[src/rtl/pipeline_ctrl_pkg.sv]
// Shared definitions for the pipeline hazard controller.
//   hz_state_e : controller state encoding (RUN / MEM_WAIT / ERROR)
//   FWD_*      : EX operand forwarding select codes
//   reg_hit    : "later stage writes the register this operand reads"
package pipeline_ctrl_pkg;

  localparam int REG_W = 5;

  typedef enum logic [1:0] {
    ST_RUN      = 2'b00,
    ST_MEM_WAIT = 2'b01,
    ST_ERROR    = 2'b10
  } hz_state_e;

  localparam logic [1:0] FWD_RF   = 2'b00;
  localparam logic [1:0] FWD_EXDM = 2'b01;
  localparam logic [1:0] FWD_WB   = 2'b10;

  // r0 is hardwired to zero, so a write to it never produces a forward.
  function automatic logic reg_hit(input logic             we,
                                   input logic [REG_W-1:0] rd,
                                   input logic [REG_W-1:0] src);
    return we && (rd != '0) && (rd == src);
  endfunction

endpackage

[src/rtl/pipeline_hazard_ctrl_fwd_select.sv]
// Forwarding select for one EX operand.
//   src          : operand register number read by the EX instruction
//   dm_rd/dm_reg_write : DM-stage destination and write enable
//   wb_rd/wb_reg_write : WB-stage destination and write enable
//   sel          : FWD_EXDM, FWD_WB or FWD_RF
// The DM stage holds the younger result, so it wins when both stages match.
module fwd_select
  import pipeline_ctrl_pkg::*;
(
  input  logic [4:0] src,
  input  logic [4:0] dm_rd,
  input  logic       dm_reg_write,
  input  logic [4:0] wb_rd,
  input  logic       wb_reg_write,
  output logic [1:0] sel
);

  always_comb begin
    sel = FWD_RF;
    if (reg_hit(dm_reg_write, dm_rd, src)) begin
      sel = FWD_EXDM;
    end else if (reg_hit(wb_reg_write, wb_rd, src)) begin
      sel = FWD_WB;
    end
  end

endmodule

[src/rtl/pipeline_hazard_ctrl.sv]
// Hazard controller for a 5-stage pipeline (IF, ID, EX, DM, WB).
// Inputs : clk, reset (async, active-low), ID/EX/DM/WB register numbers and
//          write enables, ex_mem_read, ex_branch_taken, dm_busy.
// Outputs: pc_write, if_id_write, if_id_flush, id_ex_bubble, pipe_hold
//          (same-cycle pipeline control), fwd_a/fwd_b (EX operand selects),
//          stall_flag, sticky mem_timeout, saturating stall_cycles, state.
// A data-memory stall freezes the whole pipe; after MAX_WAIT consecutive busy
// cycles the controller locks in ERROR until reset.
module pipeline_hazard_ctrl
  import pipeline_ctrl_pkg::*;
#(
  parameter int MAX_WAIT = 16,
  parameter int CNT_W    = 16
) (
  input  logic             clk,
  input  logic             reset,
  input  logic [4:0]       id_rs,
  input  logic [4:0]       id_rt,
  input  logic             id_uses_rt,
  input  logic [4:0]       ex_rs,
  input  logic [4:0]       ex_rt,
  input  logic [4:0]       ex_rd,
  input  logic             ex_mem_read,
  input  logic [4:0]       dm_rd,
  input  logic             dm_reg_write,
  input  logic [4:0]       wb_rd,
  input  logic             wb_reg_write,
  input  logic             ex_branch_taken,
  input  logic             dm_busy,
  output logic             pc_write,
  output logic             if_id_write,
  output logic             if_id_flush,
  output logic             id_ex_bubble,
  output logic             pipe_hold,
  output logic [1:0]       fwd_a,
  output logic [1:0]       fwd_b,
  output logic             stall_flag,
  output logic             mem_timeout,
  output logic [CNT_W-1:0] stall_cycles,
  output logic [1:0]       state
);

  localparam int WAIT_W = $clog2(MAX_WAIT + 1);

  hz_state_e         state_q, state_d;
  logic [WAIT_W-1:0] wait_cnt_q, wait_d, wait_inc;
  logic [CNT_W-1:0]  stall_cnt_q;
  logic              timeout_q, timeout_set;
  logic              load_use;
  logic [1:0]        fwd_a_raw, fwd_b_raw;

  fwd_select u_fwd_rs (
    .src          (ex_rs),
    .dm_rd        (dm_rd),
    .dm_reg_write (dm_reg_write),
    .wb_rd        (wb_rd),
    .wb_reg_write (wb_reg_write),
    .sel          (fwd_a_raw)
  );

  fwd_select u_fwd_rt (
    .src          (ex_rt),
    .dm_rd        (dm_rd),
    .dm_reg_write (dm_reg_write),
    .wb_rd        (wb_rd),
    .wb_reg_write (wb_reg_write),
    .sel          (fwd_b_raw)
  );

  assign load_use = ex_mem_read && (ex_rd != '0) &&
                    ((ex_rd == id_rs) || (id_uses_rt && (ex_rd == id_rt)));

  assign wait_inc = wait_cnt_q + WAIT_W'(1);

  always_comb begin
    state_d      = state_q;
    wait_d       = wait_cnt_q;
    timeout_set  = 1'b0;
    pc_write     = 1'b1;
    if_id_write  = 1'b1;
    if_id_flush  = 1'b0;
    id_ex_bubble = 1'b0;
    pipe_hold    = 1'b0;

    case (state_q)
      ST_RUN, ST_MEM_WAIT: begin
        if (dm_busy) begin
          pc_write    = 1'b0;
          if_id_write = 1'b0;
          pipe_hold   = 1'b1;
          state_d     = ST_MEM_WAIT;
          wait_d      = (state_q == ST_RUN) ? WAIT_W'(1) : wait_inc;
          if (wait_d >= WAIT_W'(MAX_WAIT)) begin
            state_d     = ST_ERROR;
            timeout_set = 1'b1;
          end
        end else begin
          // Leaving MEM_WAIT behaves exactly like RUN in this cycle, so any
          // branch or load-use hazard held during the freeze is applied now.
          state_d = ST_RUN;
          wait_d  = '0;
          if (ex_branch_taken) begin
            if_id_flush  = 1'b1;
            id_ex_bubble = 1'b1;
          end else if (load_use) begin
            pc_write     = 1'b0;
            if_id_write  = 1'b0;
            id_ex_bubble = 1'b1;
          end
        end
      end
      default: begin
        // ERROR, and the unused 2'b11 encoding, hold the pipe frozen.
        pc_write    = 1'b0;
        if_id_write = 1'b0;
        pipe_hold   = 1'b1;
        state_d     = ST_ERROR;
      end
    endcase

    // Reset overrides the pipeline controls combinationally, before any edge.
    if (!reset) begin
      pc_write     = 1'b0;
      if_id_write  = 1'b0;
      if_id_flush  = 1'b0;
      id_ex_bubble = 1'b1;
      pipe_hold    = 1'b0;
    end
  end

  assign stall_flag   = reset && !pc_write;
  assign fwd_a        = reset ? fwd_a_raw : FWD_RF;
  assign fwd_b        = reset ? fwd_b_raw : FWD_RF;
  assign mem_timeout  = timeout_q;
  assign stall_cycles = stall_cnt_q;
  assign state        = state_q;

  always_ff @(posedge clk or negedge reset) begin
    if (!reset) begin
      state_q     <= ST_RUN;
      wait_cnt_q  <= '0;
      stall_cnt_q <= '0;
      timeout_q   <= 1'b0;
    end else begin
      state_q    <= state_d;
      wait_cnt_q <= wait_d;
      if (timeout_set) begin
        timeout_q <= 1'b1;
      end
      if (stall_flag && (stall_cnt_q != '1)) begin
        stall_cnt_q <= stall_cnt_q + CNT_W'(1);
      end
    end
  end

endmodule

[config.mk]
export PLATFORM = sky130hd
export DESIGN_NAME = pipeline_hazard_ctrl
export DESIGN_NICKNAME = d
export VERILOG_FILES = /design/src/rtl/pipeline_ctrl_pkg.sv /design/src/rtl/pipeline_hazard_ctrl_fwd_select.sv /design/src/rtl/pipeline_hazard_ctrl.sv
export SDC_FILE = /design/constraint.sdc
export NUM_CORES = 1
export LEC_CHECK = 0
export BUFFER_PORTS_ARGS = -buffer_cell sky130_fd_sc_hd__buf_4
export CAP_MARGIN = 15
export CORE_ASPECT_RATIO = 0.6
export CORE_UTILIZATION = 42
export CTS_CLUSTER_DIAMETER = 200
export DETAILED_ROUTE_END_ITERATION = 16
export PLACE_DENSITY = 0.76
export REMOVE_ABC_BUFFERS = 1
export SETUP_SLACK_MARGIN = 0.4
export SLEW_MARGIN = 10
export SYNTH_ARGS = -nofsm -noshare
export SYNTH_HDL_FRONTEND = slang
export SYNTH_SLANG_ARGS = --single-unit
[constraint.sdc]
create_clock -name clk -period 1.91 [get_ports clk]
set_clock_uncertainty 0.05 [all_clocks]
set_input_delay 0.0955 -clock clk [delete_from_list [all_inputs] [get_ports clk]]
set_output_delay 0.0955 -clock clk [all_outputs]
set_load 0.02 [all_outputs]
## Yosys cells after proc, flatten, opt, wreduce, memory -nomap -nowiden

Cells that the tools add are included.

| storage, ports and cells | value |
|---|---|
| register bits after elaboration | 24 |
| latch bits | 0 |
| memory bits (writable) | 0 |
| ROM bits | 0 |
| input bits | 43 |
| output and inout bits | 29 |
| word-level logic and storage cells | 64 |
| memories kept | 0 |

| operators by class | value |
|---|---|
| add/sub/neg operators | 2 |
| multiply operators | 0 |
| divide/modulo/power cells | 0 |
| magnitude comparators | 1 |
| eq/ne operators | 8 |
| shift-type cells | 0 |
| muxes and demuxes | 31 |
| bitwise logic cells | 0 |
| reductions and logical operators | 18 |

Operator list:

| cell | count |
|---|---|
| $eq A5 B5 Y1 | 6 |
| $mux W1 | 20 |
| $mux W2 | 9 |
| $add A16 B1 Y16 const B | 1 |
| $ne A16 B16 Y1 const B | 1 |
| $reduce_bool A5 Y1 | 3 |
| $logic_and A1 B1 Y1 | 11 |
| $mux W5 | 2 |
| $add A5 B1 Y5 const B | 1 |
| $ge A5 B5 Y1 const B | 1 |
| $eq A2 B1 Y1 const B | 1 |
| $logic_not A2 Y1 | 1 |
| $reduce_or A2 Y1 | 1 |
| $logic_not A1 Y1 | 1 |
| $logic_or A1 B1 Y1 | 1 |

## Depth between registers and ports, before layout

| depth | value |
|---|---|
| depth after elaboration | 12 |
| depth in mapped cells | 8 |
| depth with buffers taken out | 6 |

## Hierarchy

A second synthesis with hierarchy kept.

| unflattened totals | value |
|---|---|
| cells, all modules | 171 |
| area, all modules | 1592.8 µm² |

Modules (own cells, without submodules):

| module | times used | cells each | area each (µm²) |
|---|---|---|---|
| pipeline_hazard_ctrl | 1 | 131 | 1290.0 |
| fwd_select | 2 | 20 | 151.4 |

## Least setup slack after synthesis

Ideal clock, no wire load.

| timing path | value |
|---|---|
| path kind | register to register |
| start | reg stall_cnt_q[6], in the netlist stall_cycles[6] |
| end | reg stall_cnt_q[1], in the netlist stall_cycles[1] |
| library setup time | 0.125 ns |
| data arrival time | 2.064 ns |
| data required time | 1.735 ns |
| setup slack | -0.329 ns |
| stages on the path, launching flop included | 8 |
| path buffers | 1 |
| clock period less this slack | 2.239 ns |
| cell sequence | dfrtp_1 and4_1 and2_2 nand3_1 or4_1 buf_2 nand2_1 mux2_2 |

| on the way | value |
|---|---|
| word-level cells in the longest chain between the ends | 2 |

RTL lines:

| element | line | source |
|---|---|---|
| start: declaration | pipeline_hazard_ctrl.sv:47 | `logic [CNT_W-1:0] stall_cnt_q;` |
| start signal: assignment | pipeline_hazard_ctrl.sv:151 | `stall_cnt_q <= stall_cnt_q + CNT_W'(1);` |
| $ne A16 B16 Y1 | pipeline_hazard_ctrl.sv:150 | `if (stall_flag && (stall_cnt_q != '1)) begin` |
| $logic_and A1 B1 Y1 | pipeline_hazard_ctrl.sv:150 |  |

Every way passes these cells.
A chain may end at the register's enable or synchronous reset.

## Worst setup path after layout

| timing path | value |
|---|---|
| start | reg stall_cnt_q[7], in the netlist stall_cycles[7] |
| end | reg stall_cnt_q[6], in the netlist stall_cycles[6] |

The elaborated chain is that of the path after synthesis.

==> flow_summary_export.csv <==
group,metric,value,unit
outcome,outcome,"completed",
synthesis,synth.area.top_cells,"dfrtp_1 38%, xnor2_1 17%, xor2_1 8.3%, nand3_1 4.7%, nand2_1 3.3%",
cells_and_area,drive_gt1_share,47.3,%
synthesis,synth_top_area_share,38.0,%
detailed_routing,first_pass_iters,4,
sta,tightest_slew,0.570,ns
grt,grt_max_degree,15,
power,switching_share,32.6,%
power,p_seq_share,37.9,%
placed_design,placed_cells,295,
detailed_routing,drcViolationCount,0,
die,die_w,81.2,um
setup_path,crit_slowest_cell,"or4_4",
cts,h-tree-depth,1,
synthesis,synth_seq_area_share,38.0,%
detailed_routing,vias,1652,
detailed_routing,antenna_left,0,
sta,rsz0062_at_grt,"yes",
sta,relSlewSlack,61.8,%
cts,clk_path_buf_depth,2,
synthesis,synth_edf_count,0,
setup_path,cp.arrival,1.97,ns
synthesis,synth_area,1580,um2
cells_and_area,final_cells,309,
power,power,1.65,mW
placed_design,dp_hpwl,3620,um
sta,max_freq,546,MHz
setup_path,crit_chain,"and4_1, and2_4, nand3_2, or4_4, buf_8, nand3_1, xnor2_1",
sta,finalMaxSlewViolations,0,
setup_path,crit_family,"simple AND/OR/NAND/NOR gates",
cts,root_buffer,"clkbuf_8",
power,pwr-share-comb,41.1,%
cells_and_area,nNetsFinal,310,
die,row_count,16,
synthesis,avgSynthCellArea,9.53,um2
placed_design,dpl_worst_slack,-0.0718,ns
setup_path,end_kind,"flop",
grt,globalRouteOverflowTotal,0,
grt,antenna_found_initial,0,
synthesis,synth_cell_types,38,
detailed_routing,wl_per_cell,16.3,um
power,power_frac_clock,21.0,%
power,irDropWorstVdd,951,uV
sta,finalHoldViolations,0,
power,p_switching,0.538,mW
die,start_util,46.2,%
cells_and_area,final_util,75.2,%
die,die_y,49.5,um
cells_and_area,diodes,0,
grt,track_usage,26.2,%
setup_path,startpoint_type,"flop",
sta,timing.final.crit_share,96.0,%
cells_and_area,stdcell_area,2570,um2
synthesis,synthArstFlopShare,100,%
grt,grt_pass1_vias,1550,
synthesis,yosys_warnings,0,
power,p_int,1.11,mW
job,maxCapViolations,0,
sta,setup_violations,0,
sta,setup_ws,0.0772,ns
sta,period_minus_slack,1.83,ns
detailed_routing,drtIter0Drc,100,
setup_path,cp_num_buf_inv,1,
cells_and_area,area_delta_synth_final,62.8,%
grt,grt_first_pass_wirelength,7780,um
die,core,3420,um2
power,p_leak,1.17,nW
synthesis,synth.ff_latch_count,24,
cts,cts_tree,"done",
worst_hold_path,worstHoldPathType,"input pin to flop",
power,power.density,640,nW/um2
placed_design,portBuffers,71,
cells_and_area,nFillCells,269,
cells_and_area,layout_commonest_cell,"buf_4",
die,dieArea,4020,um2
cells_and_area,final_cell_mix,"86 x buf_4, 30 x xnor2_1, 24 x dfrtp_1",
setup_path,criticalPathCategory,"flop to flop",
setup_path,required,2.04,ns
cts,clock_sinks,24,
die,pin_count,72,
cts,cts_buffers,3,
cts,clk_pin_slew,0.09,ns
placed_design,placed_cell_area,2270,um2
setup_path,cpPeakStageDelay,0.45,ns
cts,clock_latency,0.27,ns
synthesis,yosysTopAreaCell,"dfrtp_1",
detailed_routing,vias_per_cell,5.35,
setup_path,path_max_fanout,13,
synthesis,synth_flop_cell,"dfrtp_1",
detailed_routing,routed_wl,5050,um
synthesis,postSynthCellCount,166,
placed_design,place_congestion,0.958,
==> area by class of cell <==
class	instances	area (um2)	area share, %
Multi-Input combinational cell	137	1060	41.4
Timing Repair Buffer	99	798	31.0
Sequential cell	24	601	23.3
Tap cell	45	56.3	2.19
Clock buffer	4	55.1	2.14
==> cells in the mapped netlist, types with 2 or more instances <==
library cell / number
nor2b_1: 4
and3_1: 2
or4_1: 6
o21bai_1: 2
nand2_1: 14
nand4b_1: 2
nor4_1: 4
dfrtp_1: 24
xnor2_1: 30
nor3_1: 2
ha_1: 2
nand4_1: 7
mux2_2: 2
nor2_1: 4
a21oi_1: 2
and2_1: 3
o21ai_0: 7
xor2_1: 15
nand3_1: 15
==> layer usage <==
metal | vias to the layer above | GRT usage, % | part of all wire, % | routed length (um)
li1 | 784 | - | - | -
met4 | 0 | 2.98 | 0.77 | 39
met1 | 789 | 40.1 | 46 | 2320
met2 | 72 | 38.4 | 45 | 2260
met5 | - | 0 | 0 | 0
met3 | 7 | 6.11 | 8.5 | 430
==> repair_timing <==
action | 4_1_cts | 5_1_grt
pin swaps | 14 | 7
endpoints found under the hold margin | 24 | 0
setup endpoints to repair | 21 | 25
setup buffers | 6 | 3
hold buffers | 1 | 0
resized for setup | 22 | 16
==> state kept, by name (all words and copies together), names as in the netlist <==
name	cells
mem_timeout	1
stall_cycles	16
wait_cnt_q	5
state	2
==> power groups by stage <==
stage               Combinational, mW  Clock (mW)  Sequential (mW)
floorplan                       0.182           0            0.714
global placement                0.576           0            0.631
detailed placement              0.576           0            0.633
CTS                             0.648       0.351            0.624
global route                    0.724       0.372            0.634
finish                          0.677       0.346            0.625
==> worst register-to-register path: cells and delay by family (launching register included) <==
kind | cells | cell delay, ns
simple gates | 5 | 1.03
buf+inv | 1 | 0.17
xor+xnor | 1 | 0.14
flops | 1 | 0.36
==> path summary, 6_finish.rpt <==
check	startpoint	endpoint	slack (ns)	depth (start not counted)
setup / recovery	stall_cycles[7]	stall_cycles[6]	0.08	7
hold / removal	dm_busy	state[0]	0.08	2
setup reg to reg	stall_cycles[7]	stall_cycles[6]	0.08	7
hold reg to reg	mem_timeout	mem_timeout	0.44	1
max in group asynchronous	reset	wait_cnt_q[1]	0.87	3
min in group asynchronous	reset	stall_cycles[15]	0.33	2
==> metrics by stage <==
stage                     hold slack, ns  setup TNS, ns
after detailed placement         -0.0865         -0.342
after global routing              0.0858       -0.00680
after global placement           -0.0851        -0.0163
after floorplan                   -0.250          -3.45
after CTS                         0.0741              0
final                             0.0777              0
==> logic make-up after synthesis <==
family                   count (synthesis)  share of synthesized area [%]
flip-flops                              24                           38.0
AND/OR/NAND/NOR                         71                           25.3
adder cells (fa/ha/maj)                  2                           1.58
XOR/XNOR                                45                           24.9
multiplexers                             2                           1.42
buffers and inverters                    5                           1.98
AO/OA/AOI/OAI                           17                           6.80
Note: power is estimated with default switching activity, not from simulation.
